**config.mk**
```make
export PLATFORM = sky130hd
export DESIGN_NAME = judge_scorer_flat
export DESIGN_NICKNAME = d
export VERILOG_FILES = /design/src/rtl/judge_pkg.sv /design/src/rtl/judge_scorer_if.sv /design/src/rtl/column_judge.sv /design/src/rtl/judge_scorer.sv /design/src/flat_wrapper.sv
export SDC_FILE = /design/constraint.sdc
export NUM_CORES = 1
export LEC_CHECK = 0
export BUFFER_PORTS_ARGS = -buffer_cell sky130_fd_sc_hd__buf_2
export CORE_MARGIN = 2
export CORE_UTILIZATION = 45
export CTS_BUF_LIST = sky130_fd_sc_hd__clkbuf_16
export CTS_CLUSTER_SIZE = 40
export DETAILED_ROUTE_END_ITERATION = 10
export HOLD_SLACK_MARGIN = 0.02
export PLACE_DENSITY = 0.8
export SYNTH_ARGS = -nofsm -noshare
export SYNTH_HDL_FRONTEND = slang
export SYNTH_SLANG_ARGS = --single-unit
```
**constraint.sdc**
```tcl
create_clock -name clk -period 5 [get_ports clk]
set_clock_uncertainty 0.15 [all_clocks]
set_input_delay 0.5 -clock clk [delete_from_list [all_inputs] [get_ports clk]]
set_output_delay 0.5 -clock clk [all_outputs]
set_load 0.05 [all_outputs]
```
**src/rtl/judge_pkg.sv**
```systemverilog
// Shared types and point values for the rhythm-game timing judge.
package judge_pkg;

    typedef enum logic [1:0] {
        NONE    = 2'd0,
        GOOD    = 2'd1,
        PERFECT = 2'd2,
        MISS    = 2'd3
    } grade_t;

    typedef enum logic {
        PLAY = 1'b0,
        WON  = 1'b1
    } state_t;

    localparam int PTS_GOOD        = 1;
    localparam int PTS_PERFECT     = 2;
    localparam int PTS_MISS        = -2;
    localparam int PTS_BONUS       = 3;
    localparam int COMBO_BONUS_MIN = 8;

    function automatic int grade_points(grade_t g, logic bonus);
        case (g)
            GOOD:    return PTS_GOOD;
            PERFECT: return bonus ? PTS_BONUS : PTS_PERFECT;
            MISS:    return PTS_MISS;
            default: return 0;
        endcase
    endfunction

endpackage

```
**src/rtl/judge_scorer_if.sv**
```systemverilog
// Judge bus: column stimulus in, score/combo/status out. score_valid is a
// one-cycle strobe with no backpressure; the consumer must take it when high.
interface judge_scorer_if #(
    parameter int N_COLS  = 4,
    parameter int DEPTH   = 8,
    parameter int SCORE_W = 8,
    parameter int COMBO_W = 6
);
    import judge_pkg::*;

    logic                      clear;
    logic [N_COLS-1:0]         user_input;
    logic [N_COLS*DEPTH-1:0]   lights;
    logic [N_COLS-1:0]         off_edge;
    logic [SCORE_W-1:0]        score;
    logic                      score_valid;
    logic [COMBO_W-1:0]        combo;
    logic                      won;
    logic                      tick_end;
    state_t                    state_dbg;

    modport master (
        output clear, user_input, lights, off_edge,
        input  score, score_valid, combo, won, tick_end, state_dbg
    );

    modport slave (
        input  clear, user_input, lights, off_edge,
        output score, score_valid, combo, won, tick_end, state_dbg
    );
endinterface

```
**src/rtl/column_judge.sv**
```systemverilog
// One column: sticky press flag, top-light priority encoder and the grade
// for the current tick window (combinational, registered by the scorer).
module column_judge
    import judge_pkg::*;
#(
    parameter int DEPTH = 8
) (
    input  logic             clk,
    input  logic             reset,
    input  logic             en_i,
    input  logic             clr_i,
    input  logic             press_i,
    input  logic [DEPTH-1:0] lights_i,
    input  logic             off_edge_i,
    output grade_t           grade_o
);
    localparam int IW = (DEPTH > 1) ? $clog2(DEPTH) : 1;

    logic          sticky_q;
    logic          pressed;
    logic [IW-1:0] top;
    logic          lit;

    // Clear beats set: a press in the tick_end cycle is already folded into
    // this tick's grade through press_i, so it must not leak into the next.
    always_ff @(posedge clk or negedge reset) begin
        if (!reset) begin
            sticky_q <= 1'b0;
        end else if (clr_i) begin
            sticky_q <= 1'b0;
        end else if (en_i && press_i) begin
            sticky_q <= 1'b1;
        end
    end

    always_comb begin
        top = '0;
        lit = 1'b0;
        for (int i = DEPTH - 1; i >= 0; i--) begin
            if (lights_i[i]) begin
                top = IW'(i);
                lit = 1'b1;
            end
        end
    end

    always_comb begin
        pressed = sticky_q | press_i;
        grade_o = NONE;
        if (off_edge_i) begin
            grade_o = MISS;
        end else if (pressed) begin
            if (lit && top == IW'(1)) begin
                grade_o = PERFECT;
            end else if (lit && (top == IW'(0) || top == IW'(2))) begin
                grade_o = GOOD;
            end else begin
                grade_o = MISS;
            end
        end
    end
endmodule

```
**src/rtl/judge_scorer.sv**
```systemverilog
// N-column judge: tick counter, delta sum, saturating score, combo, win FSM.
// Optional JUDGE_COMBO_BONUS_EN makes PERFECT worth more on a long combo.
module judge_scorer
    import judge_pkg::*;
#(
    parameter int N_COLS   = 4,
    parameter int DEPTH    = 8,
    parameter int TICK_LEN = 16,
    parameter int SCORE_W  = 8,
    parameter int COMBO_W  = 6
) (
    input  logic           clk,
    input  logic           reset,
    judge_scorer_if.slave  bus
);
    localparam int CW = (TICK_LEN > 1) ? $clog2(TICK_LEN) : 1;
    localparam int DW = $clog2(3 * N_COLS + 1) + 2;
    localparam int EW = SCORE_W + DW + 1;

    localparam logic [SCORE_W-1:0]    SCORE_MAX = '1;
    localparam logic [COMBO_W-1:0]    COMBO_MAX = '1;
    localparam logic signed [EW-1:0]  SCORE_MAX_EXT = {{(EW - SCORE_W){1'b0}}, SCORE_MAX};

    state_t                 state_q;
    logic [CW-1:0]          cnt_q;
    logic                   won_q;
    logic [SCORE_W-1:0]     score_q, score_d;
    logic [COMBO_W-1:0]     combo_q, combo_d;
    logic                   score_valid_q;
    logic                   s1_valid_q;
    logic signed [DW-1:0]   sum_q, sum_d;
    logic                   miss_q, hit_q;
    logic                   any_miss, any_hit;
    logic                   tick_end;
    logic                   bonus;
    logic                   col_en;
    logic                   col_clr;
    logic signed [EW-1:0]   ext;
    grade_t                 grade [N_COLS];

    assign tick_end = (cnt_q == CW'(TICK_LEN - 1));
    assign col_en   = !won_q;
    assign col_clr  = tick_end | bus.clear;

`ifdef JUDGE_COMBO_BONUS_EN
    assign bonus = (combo_q >= COMBO_W'(COMBO_BONUS_MIN));
`else
    assign bonus = 1'b0;
`endif

    for (genvar c = 0; c < N_COLS; c++) begin : g_col
        column_judge #(.DEPTH(DEPTH)) u_col (
            .clk        (clk),
            .reset      (reset),
            .en_i       (col_en),
            .clr_i      (col_clr),
            .press_i    (bus.user_input[c]),
            .lights_i   (bus.lights[c*DEPTH +: DEPTH]),
            .off_edge_i (bus.off_edge[c]),
            .grade_o    (grade[c])
        );
    end

    always_comb begin
        sum_d    = '0;
        any_miss = 1'b0;
        any_hit  = 1'b0;
        for (int c = 0; c < N_COLS; c++) begin
            sum_d = sum_d + DW'(grade_points(grade[c], bonus));
            if (grade[c] == MISS) any_miss = 1'b1;
            if (grade[c] == GOOD || grade[c] == PERFECT) any_hit = 1'b1;
        end
    end

    // Score is widened before adding so the clamp sees the true signed total.
    always_comb begin
        ext = $signed({{(EW - SCORE_W){1'b0}}, score_q}) + EW'(sum_q);
        if (ext[EW-1]) begin
            score_d = '0;
        end else if (ext > SCORE_MAX_EXT) begin
            score_d = SCORE_MAX;
        end else begin
            score_d = ext[SCORE_W-1:0];
        end

        combo_d = combo_q;
        if (miss_q) begin
            combo_d = '0;
        end else if (hit_q && combo_q != COMBO_MAX) begin
            combo_d = combo_q + 1'b1;
        end
    end

    always_ff @(posedge clk or negedge reset) begin
        if (!reset) begin
            state_q       <= PLAY;
            cnt_q         <= '0;
            won_q         <= 1'b0;
            score_q       <= '0;
            combo_q       <= '0;
            score_valid_q <= 1'b0;
            s1_valid_q    <= 1'b0;
            sum_q         <= '0;
            miss_q        <= 1'b0;
            hit_q         <= 1'b0;
        end else begin
            score_valid_q <= 1'b0;
            if (bus.clear) begin
                state_q    <= PLAY;
                cnt_q      <= '0;
                won_q      <= 1'b0;
                score_q    <= '0;
                combo_q    <= '0;
                s1_valid_q <= 1'b0;
                sum_q      <= '0;
                miss_q     <= 1'b0;
                hit_q      <= 1'b0;
            end else begin
                if (state_q == WON || tick_end) begin
                    cnt_q <= '0;
                end else begin
                    cnt_q <= cnt_q + 1'b1;
                end

                s1_valid_q <= tick_end && (state_q == PLAY);
                if (tick_end) begin
                    sum_q  <= sum_d;
                    miss_q <= any_miss;
                    hit_q  <= any_hit;
                end

                if (s1_valid_q) begin
                    score_q       <= score_d;
                    combo_q       <= combo_d;
                    score_valid_q <= 1'b1;
                    if (score_d == SCORE_MAX) begin
                        state_q <= WON;
                        won_q   <= 1'b1;
                        cnt_q   <= '0;
                    end
                end
            end
        end
    end

    assign bus.score       = score_q;
    assign bus.score_valid = score_valid_q;
    assign bus.combo       = combo_q;
    assign bus.won         = won_q;
    assign bus.tick_end    = tick_end;
    assign bus.state_dbg   = state_q;
endmodule

```
**src/flat_wrapper.sv**
```systemverilog
// flat-port wrapper written by rule: the top's interface ports become plain ports
module judge_scorer_flat import judge_pkg::*;
#(
    parameter int N_COLS   = 4,
    parameter int DEPTH    = 8,
    parameter int TICK_LEN = 16,
    parameter int SCORE_W  = 8,
    parameter int COMBO_W  = 6
)
  (clk, reset, bus_clear, bus_user_input, bus_lights, bus_off_edge, bus_score, bus_score_valid, bus_combo, bus_won, bus_tick_end, bus_state_dbg);
  judge_scorer_if #(.N_COLS(N_COLS), .DEPTH(DEPTH), .SCORE_W(SCORE_W), .COMBO_W(COMBO_W)) bus_i ();
  input  logic clk;
  input  logic reset;
  input wire logic [$bits(bus_i.clear)-1:0] bus_clear;
  input wire logic [$bits(bus_i.user_input)-1:0] bus_user_input;
  input wire logic [$bits(bus_i.lights)-1:0] bus_lights;
  input wire logic [$bits(bus_i.off_edge)-1:0] bus_off_edge;
  output wire logic [$bits(bus_i.score)-1:0] bus_score;
  output wire logic [$bits(bus_i.score_valid)-1:0] bus_score_valid;
  output wire logic [$bits(bus_i.combo)-1:0] bus_combo;
  output wire logic [$bits(bus_i.won)-1:0] bus_won;
  output wire logic [$bits(bus_i.tick_end)-1:0] bus_tick_end;
  output wire logic [$bits(bus_i.state_dbg)-1:0] bus_state_dbg;
  assign bus_i.clear = bus_clear;
  assign bus_i.user_input = bus_user_input;
  assign bus_i.lights = bus_lights;
  assign bus_i.off_edge = bus_off_edge;
  assign bus_score = bus_i.score;
  assign bus_score_valid = bus_i.score_valid;
  assign bus_combo = bus_i.combo;
  assign bus_won = bus_i.won;
  assign bus_tick_end = bus_i.tick_end;
  assign bus_state_dbg = bus_i.state_dbg;
  judge_scorer #(.N_COLS(N_COLS), .DEPTH(DEPTH), .TICK_LEN(TICK_LEN), .SCORE_W(SCORE_W), .COMBO_W(COMBO_W)) u_core (.clk(clk), .reset(reset), .bus(bus_i));
endmodule
```
==> reports/qor.yml, run 1 <==
outcome: "finished, final reports clean"
multi_input_area_um2: 1530
crit_buf_inv: 3
wirelength_um: 4690
syn-num-nets: 355
grt_max_degree: 34
yosys_warnings: 0
gr-usage-met3_pct: 3.56
yosys.area.top_type_share_pct: 33.1
wl_per_cell_um: 12.0
cts_setup_buffers: 0
cts_tree: "built"
ctsHoldBuffers: 0
ys_ff_latch: 33
finalHoldViolCount: 0
slowest_delay_ns: 0.53
worstRegToRegCells: 15
setup_tns_ns: 0
numCtsBuffers: 5
fill_cells: 503
seqCellArea_um2: 826
relSlewSlack_pct: 53.8
viasPerCell: 5.11
htree_levels: 2
clock_path_buffers: 2
numPortBuffers: 40
die_x_um: 78.5
drt_first_iter_violations: 50
drc_errors: 0
cts.reportedPaths.clkPinSlew_ns: 0.05
ctsResizeCount: 0
grt_pass1_vias: 2048
p_per_area_nw_per_um2: 261
setup_viol: 0
synth_area_leader_cell: "dfrtp_1"
dp_hpwl_um: 3870
critPathRequiredTime_ns: 5.01
clock-sinks: 33
final_max_slew_viol_count: 0
area_delta_synth_final_pct: 16.8
root_buffer: "clkbuf_16"
core_um2: 5440
ys.flop_type: "dfrtp_1"
vias: 2005
critPathKind: "register to register"
use_met2_pct: 31.6
die-height_um: 78.5
rsz0062_at_grt: "false"
io_pins: 61
synth_cell_types: 44
netlist_instances: 274
crit_end: "u_core.sum_q[5]"
ys_async_sr_fraction_pct: 100
place_congestion: 0.913
rrSetupSlack_ns: 1.08
r2r_start: "u_core.g_col[1].u_col.sticky_q"
avgSynthCellArea_um2: 9.11
synth-edff-count: 0
crit_start: "u_core.g_col[1].u_col.sticky_q"
drive_gt1_share_pct: 19.7
crit_path_start_kind: "register"
synth_area_um2: 2500
antenna_left: 0
clk-insertion-delay-late_ns: 0.28
fin_crit_sh_pct: 78.5
grt.total_usage_pct: 17.3
peakVddDrop_v: 0.000130
fp-row-count: 27
fin_nets: 400
worstPathMaxFanout: 3
min_path_type: "input port to async pin"
antenna_cells: 0
slowest_stage: "fa_1"
utilization_pct: 53.6
first_pass_iters: 4
synthTopCellsByArea: "dfrtp_1 (33%), ha_1 (15%), fa_1 (6.4%)"
cp_cell_sequence: "nor2_1, a21oi_1, or2_2, ha_1, or2_2, fa_1, inv_1, fa_1, inv_1, ha_1, inv_1, fa_1, nand2b_1, a311oi_1, nor3_1"
antenna_found_initial: 0
ys_seq_area_share_pct: 33.1
fmax_ghz: 0.255
use_met1_pct: 19.8
cp.depth: 15
tightest_slew_ns: 0.694
start_util_pct: 45.9
rr_endpoint: "u_core.sum_q[5]"
endpoint_kind: "register"
maxCapViolations: 0
crit_family: "adder cells"
grt_pass1_wl_um: 8520
min_period_ns: 3.92
top_usage_layer: "met2"
cp.arrival_ns: 3.93
grt.overflow.total: 0
die-area_um2: 6160
leakage_uw: 0.00154
## how the worst min path moves through the flow
stage	from	endpoint	slack, ns	cells past startpoint
floorplan	reset	u_core.bus.combo[0]	0.05	0
global placement	u_core.cnt_q[0]	u_core.cnt_q[0]	0.31	1
detailed placement	u_core.cnt_q[0]	u_core.cnt_q[0]	0.32	1
CTS	reset	u_core.bus.state_dbg	0.15	1
global route	reset	u_core.bus.state_dbg	0.20	1
finish	reset	u_core.bus.score[7]	0.11	1
## cell type report
type / instances / area share [%]
Multi-Input combinational cell: 204 / 52.4
Sequential cell: 33 / 28.3
Timing Repair Buffer: 41 / 7.12
Inverter: 34 / 4.38
Clock buffer: 5 / 4.29
Tap cell: 72 / 3.09
Clock inverter: 3 / 0.429
## synthesized netlist by cell type, drive strengths merged (3+ instances only)
| cell type | count |
|---|---|
| a21oi | 20 |
| o21ai | 7 |
| fa | 8 |
| a22o | 8 |
| nand3 | 9 |
| nor2b | 6 |
| a211oi | 3 |
| dfrtp | 33 |
| o211ai | 3 |
| nor3 | 12 |
| nand2b | 9 |
| xor2 | 5 |
| ha | 30 |
| nand2 | 17 |
| inv | 34 |
| xnor2 | 4 |
| nor2 | 27 |
| or2 | 11 |
## through the flow
| stage | total power (uW) | setup slack (ns) | instances | area, um2 | hold slack, ns |
|---|---|---|---|---|---|
| final | 762 | 1.08 | 392 | 2920 | 0.114 |
| after global routing | 815 | 0.801 | 392 | 2920 | 0.196 |
| after CTS | 773 | 1.02 | 392 | 2920 | 0.152 |
| after detailed placement | 485 | 0.792 | 384 | 2780 | 0.325 |
| after global placement | 474 | 0.880 | 384 | 2780 | 0.307 |
| after floorplan | 436 | 1.17 | 274 | 2500 | 0.0544 |
## cell usage in the layout (no fill, tap or decap), types with 3 or more instances in the layout
cell type and count:
or2_2 11, nand2_1 17, a21oi_1 20, nor2_1 27, o211ai_1 3, o21ai_0 6, dfrtp_1 33, nand2b_1 8
nor3_1 12, nor2b_1 6, inv_1 33, a211oi_1 3, buf_2 40, clkbuf_16 5, xnor2_1 4, xor2_1 5
a22o_1 8, fa_1 8, ha_1 30, nand3_1 9
## layer usage
layer	vias up	wire [um]	share of wire, %
met3	7	184	3.9
met1	940	2110	45
met5	-	0	0
met2	43	2330	50
li1	1015	-	-
met4	0	63	1.3
## registers in the layout, indices dropped and copies added (netlist names)
register,count
u_core.cnt_q,4
u_core.bus.combo,6
u_core.s1_valid_q,1
u_core.bus.score_valid,1
u_core.g_col.u_col.sticky_q,4
u_core.bus.score,8
u_core.sum_q,6
u_core.hit_q,1
u_core.miss_q,1
u_core.bus.state_dbg,1
## power breakdown
group | switching (uW) | total (uW) | internal (uW)
logic | 110 | 196 | 85.4
clock network | 105 | 285 | 179
registers | 6.59 | 282 | 275
total | 222 | 762 | 540
## cell families (layout without fill, tap and decap cells)
| group | after synthesis | count (layout) | synth area share, % |
|---|---|---|---|
| AO/OA/AOI/OAI | 56 | 56 | 15.2 |
| XOR/XNOR | 9 | 9 | 3.16 |
| adder cells (fa/ha/maj) | 38 | 38 | 21.5 |
| buffers and inverters | 37 | 83 | 5.71 |
| flip-flops | 33 | 33 | 33.1 |
| multiplexers | 2 | 2 | 1.30 |
| AND/OR/NAND/NOR | 99 | 99 | 20.1 |
Note: power is estimated with default switching activity, not from simulation.
==> run 2, diff against run 1 <==
--- a/config.mk
+++ b/config.mk
@@ -5,6 +5,7 @@
 export SDC_FILE = /design/constraint.sdc
 export NUM_CORES = 1
 export LEC_CHECK = 0
+export ABC_AREA = 1
 export BUFFER_PORTS_ARGS = -buffer_cell sky130_fd_sc_hd__buf_2
 export CORE_MARGIN = 2
 export CORE_UTILIZATION = 45
@@ -12,7 +13,7 @@
 export CTS_CLUSTER_SIZE = 40
 export DETAILED_ROUTE_END_ITERATION = 10
 export HOLD_SLACK_MARGIN = 0.02
-export PLACE_DENSITY = 0.8
+export PLACE_DENSITY = 0.82
 export SYNTH_ARGS = -nofsm -noshare
 export SYNTH_HDL_FRONTEND = slang
 export SYNTH_SLANG_ARGS = --single-unit
==> constraint.sdc (replaced) <==
create_clock -name clk -period 3.4 [get_ports clk]
set_clock_uncertainty 0.15 [all_clocks]
set_input_delay 0.34 -clock clk [delete_from_list [all_inputs] [get_ports clk]]
set_output_delay 0.34 -clock clk [all_outputs]
set_load 0.05 [all_outputs]
==> reports/qor.yml, run 2 <==
fill_cells: 525  # was 503
viasPerCell: 4.95  # was 5.11
ys_ff_latch: 33  # unchanged
core_um2: 5920  # was 5440 um2
drc_errors: 0  # unchanged
largest_reg_flops: 8  # unchanged
place_congestion: 0.830  # was 0.913
critPathKind: "register to register"  # unchanged
area_delta_synth_final_pct: 21.5  # was 16.8%
utilization_pct: 56.3  # was 53.6%
numCtsBuffers: 5  # unchanged
ys_top_cells_by_count: "inv_1 (72), nand2_1 (64), nor2_1 (36), dfrtp_1 (33), ha_1 (30)"  # was dfrtp_1 (33), inv_1 (33), ha_1 (30), nor2_1 (27), a21oi_1 (20)
synth_area_leader_cell: "dfrtp_1"  # unchanged
leakage_uw: 0.00187  # was 0.00154 uW
avgSynthCellArea_um2: 7.66  # was 9.11 um2
die-area_um2: 6730  # was 6160 um2
start_util_pct: 46.3  # was 45.9%
grt_pass1_vias: 2494  # was 2048
p_per_area_nw_per_um2: 363  # was 261 nW/um2
ys_async_sr_fraction_pct: 100  # unchanged
gr-usage-met3_pct: 2.75  # was 3.56%
antenna_left: 0  # unchanged
ys.flop_type: "dfrtp_1"  # unchanged
critPathRequiredTime_ns: 3.41  # was 5.01 ns
tightest_slew_ns: 0.761  # was 0.694 ns
layout_commonest_cell: "inv_1"  # was buf_2
final_max_slew_viol_count: 0  # unchanged
fin_crit_sh_pct: 104  # was 78.5%
synth_area_um2: 2740  # was 2500 um2
die_x_um: 82.1  # was 78.5 um
use_met1_pct: 22.7  # was 19.8%
grt_max_degree: 34  # unchanged
fin_nets: 498  # was 400
synthTopCellsByArea: "dfrtp_1 (30%), ha_1 (14%), inv_1 (9.9%)"  # was dfrtp_1 (33%), ha_1 (15%), fa_1 (6.4%)
numPortBuffers: 40  # unchanged
root_buffer: "clkbuf_16"  # unchanged
io_pins: 61  # unchanged
cts_tree: "built"  # unchanged
cts.reportedPaths.clkPinSlew_ns: 0.05  # about the same
drt_first_iter_violations: 151  # was 50
drive_gt1_share_pct: 26.6  # was 19.7%
clock_path_buffers: 2  # unchanged
crit_path_start_kind: "register"  # unchanged
yosys_warnings: 0  # unchanged
finalHoldViolCount: 0  # unchanged
yosysMostFrequentCell: "inv_1"
grt_pass1_wl_um: 10400  # was 8520 um
min_path_type: "input port to register"  # was input port to async pin
clk-insertion-delay-late_ns: 0.28  # about the same
htree_levels: 2  # unchanged
clock-sinks: 33  # unchanged
rsz0062_at_grt: "true"  # was false
antenna_cells: 0  # unchanged
fp-row-count: 28  # was 27
cp.arrival_ns: 3.55  # was 3.93 ns
fin_cells: 493  # was 392
worstPathMaxFanout: 3  # unchanged
dp_hpwl_um: 4820  # was 3870 um
maxCapViolations: 0  # unchanged
wirelength_um: 6070  # was 4690 um
netlist_instances: 358  # was 274
antenna_found_initial: 0  # unchanged
synth_cell_types: 32  # was 44
slowest_delay_ns: 0.53  # about the same
outcome: "complete, but fails checks"  # was finished, final reports clean
yosys.area.top_type_share_pct: 30.1  # was 33.1%
setup_viol: 4  # was 0
use_met2_pct: 38.2  # was 31.6%
ys_seq_area_share_pct: 30.1  # was 33.1%
grt.overflow.total: 0  # unchanged
relSlewSlack_pct: 49.3  # was 53.8%
first_pass_iters: 4  # unchanged
cp_cell_sequence: "or2_4, o211ai_1, nand2_1, ha_2, or2_4, fa_1, inv_1, fa_1, inv_1, ha_2, inv_2, fa_2, nor2_2, nor2_2, a22o_1"  # was nor2_1, a21oi_1, or2_2, ha_1, or2_2, fa_1, inv_1, fa_1, inv_1, ha_1, inv_1, fa_1, nand2b_1, a311oi_1, nor3_1
die-height_um: 82.1  # was 78.5 um
mostFrequentLayoutCells: "inv_1 (70), nand2_1 (64), buf_2 (40), nor2_1 (34), dfrtp_1 (33)"  # was buf_2 (40), inv_1 (33), dfrtp_1 (33), ha_1 (30), nor2_1 (27)
worst_slack_ns: -0.138  # was 1.08 ns
grt.total_usage_pct: 20.2  # was 17.3%
synth-edff-count: 0  # unchanged
syn-num-nets: 439  # was 355
violations: "setup timing"
top_usage_layer: "met2"  # unchanged
fmax_ghz: 0.283  # was 0.255 GHz
peakVddDrop_v: 0.000290  # was 0.000130 V
place_inst: 481  # was 384
min_period_ns: 3.54  # was 3.92 ns
wl_per_cell_um: 12.3  # was 12.0 um
endpoint_kind: "register"  # unchanged
vias: 2440  # was 2005
slowest_stage: "fa_1"  # unchanged
## run 2: cell types whose count changed after synthesis, moves of 4 or more
| cell | before | now |
|---|---|---|
| or2_2 | 11 | 7 |
| nand2b_1 | 8 | 0 |
| nand2_2 | 0 | 17 |
| nand2_1 | 17 | 64 |
| nand3_1 | 9 | 19 |
| nor3_1 | 12 | 1 |
| a32o_1 | 0 | 5 |
| nor2_1 | 27 | 36 |
| nor2b_1 | 6 | 0 |
| inv_1 | 33 | 72 |
## run 2: cell type report
cell class | instances | area [um2] | share of cell area, %
sequential | 33 | 826 | 24.8
multi-input combinational | 249 | 1680 | 50.4
tap | 75 | 93.8 | 2.82
clock buffer | 5 | 125 | 3.76
inverter | 73 | 274 | 8.22
clock inverter | 3 | 17.5 | 0.526
timing repair buffer | 55 | 315 | 9.46
## run 2: cells by family after synthesis
group / share of synthesized area (%)
AND/OR/NAND/NOR: 26.7
flip-flops: 30.1
XOR/XNOR: 1.28
adder cells (fa/ha/maj): 19.5
buffers and inverters: 10.8
AO/OA/AOI/OAI: 11.5
## run 2: path summary, 6_finish.rpt
path	slack, ns	from	cells after the start	to
setup / recovery	-0.14	u_core.g_col[1].u_col.sticky_q	15	u_core.sum_q[3]
hold / removal	0.17	bus_user_input[1]	3	u_core.g_col[1].u_col.sticky_q
setup reg to reg	-0.14	u_core.g_col[1].u_col.sticky_q	15	u_core.sum_q[3]
hold reg to reg	0.34	u_core.miss_q	2	u_core.miss_q
max in group asynchronous	2.12	reset	2	u_core.bus.score[2]
min in group asynchronous	0.50	reset	2	u_core.cnt_q[1]
## run 2: routing by layer
metal | vias to the layer above | part of all wire (%)
met1 | 1125 | 41
met4 | 0 | 2.3
met5 | - | 0
met2 | 50 | 53
li1 | 1251 | -
met3 | 14 | 3.2
## run 2: worst max-delay path, delay by kind of cell (launching register included)
kind / cells / cell delay [ns]
simple gates: 5 / 0.79
compound gates: 2 / 0.26
flops: 1 / 0.38
fa+ha+maj: 5 / 1.69
buf+inv: 3 / 0.16
## run 2: what timing repair did
item                                    in CTS  in global routing
gates resized for setup                      0                  4
setup buffers                                2                  1
endpoints found under the setup margin       4                  4
hold buffers                                 1                  0
endpoints found under the hold margin       33                  0
pin swaps                                    6                  7
## run 2: metrics by stage
stage	hold WS (ns)	total power, uW	setup WS [ns]	cell area [um2]	setup TNS [ns]
3_3_place_gp	0.293	741	-0.185	3140	-0.549
4_1_cts	0.165	1210	-0.153	3310	-0.365
6_report	0.167	1210	-0.138	3330	-0.284
5_1_grt	0.183	1290	-0.310	3330	-1.01
2_1_floorplan	-0.106	654	0.000337	2790	0
3_5_place_dp	0.294	761	-0.243	3140	-0.807
## run 2: power breakdown
| part | switching, uW | internal [uW] |
|---|---|---|
| combinational | 200 | 149 |
| clock | 175 | 268 |
| sequential | 11.1 | 406 |
| total | 386 | 823 |
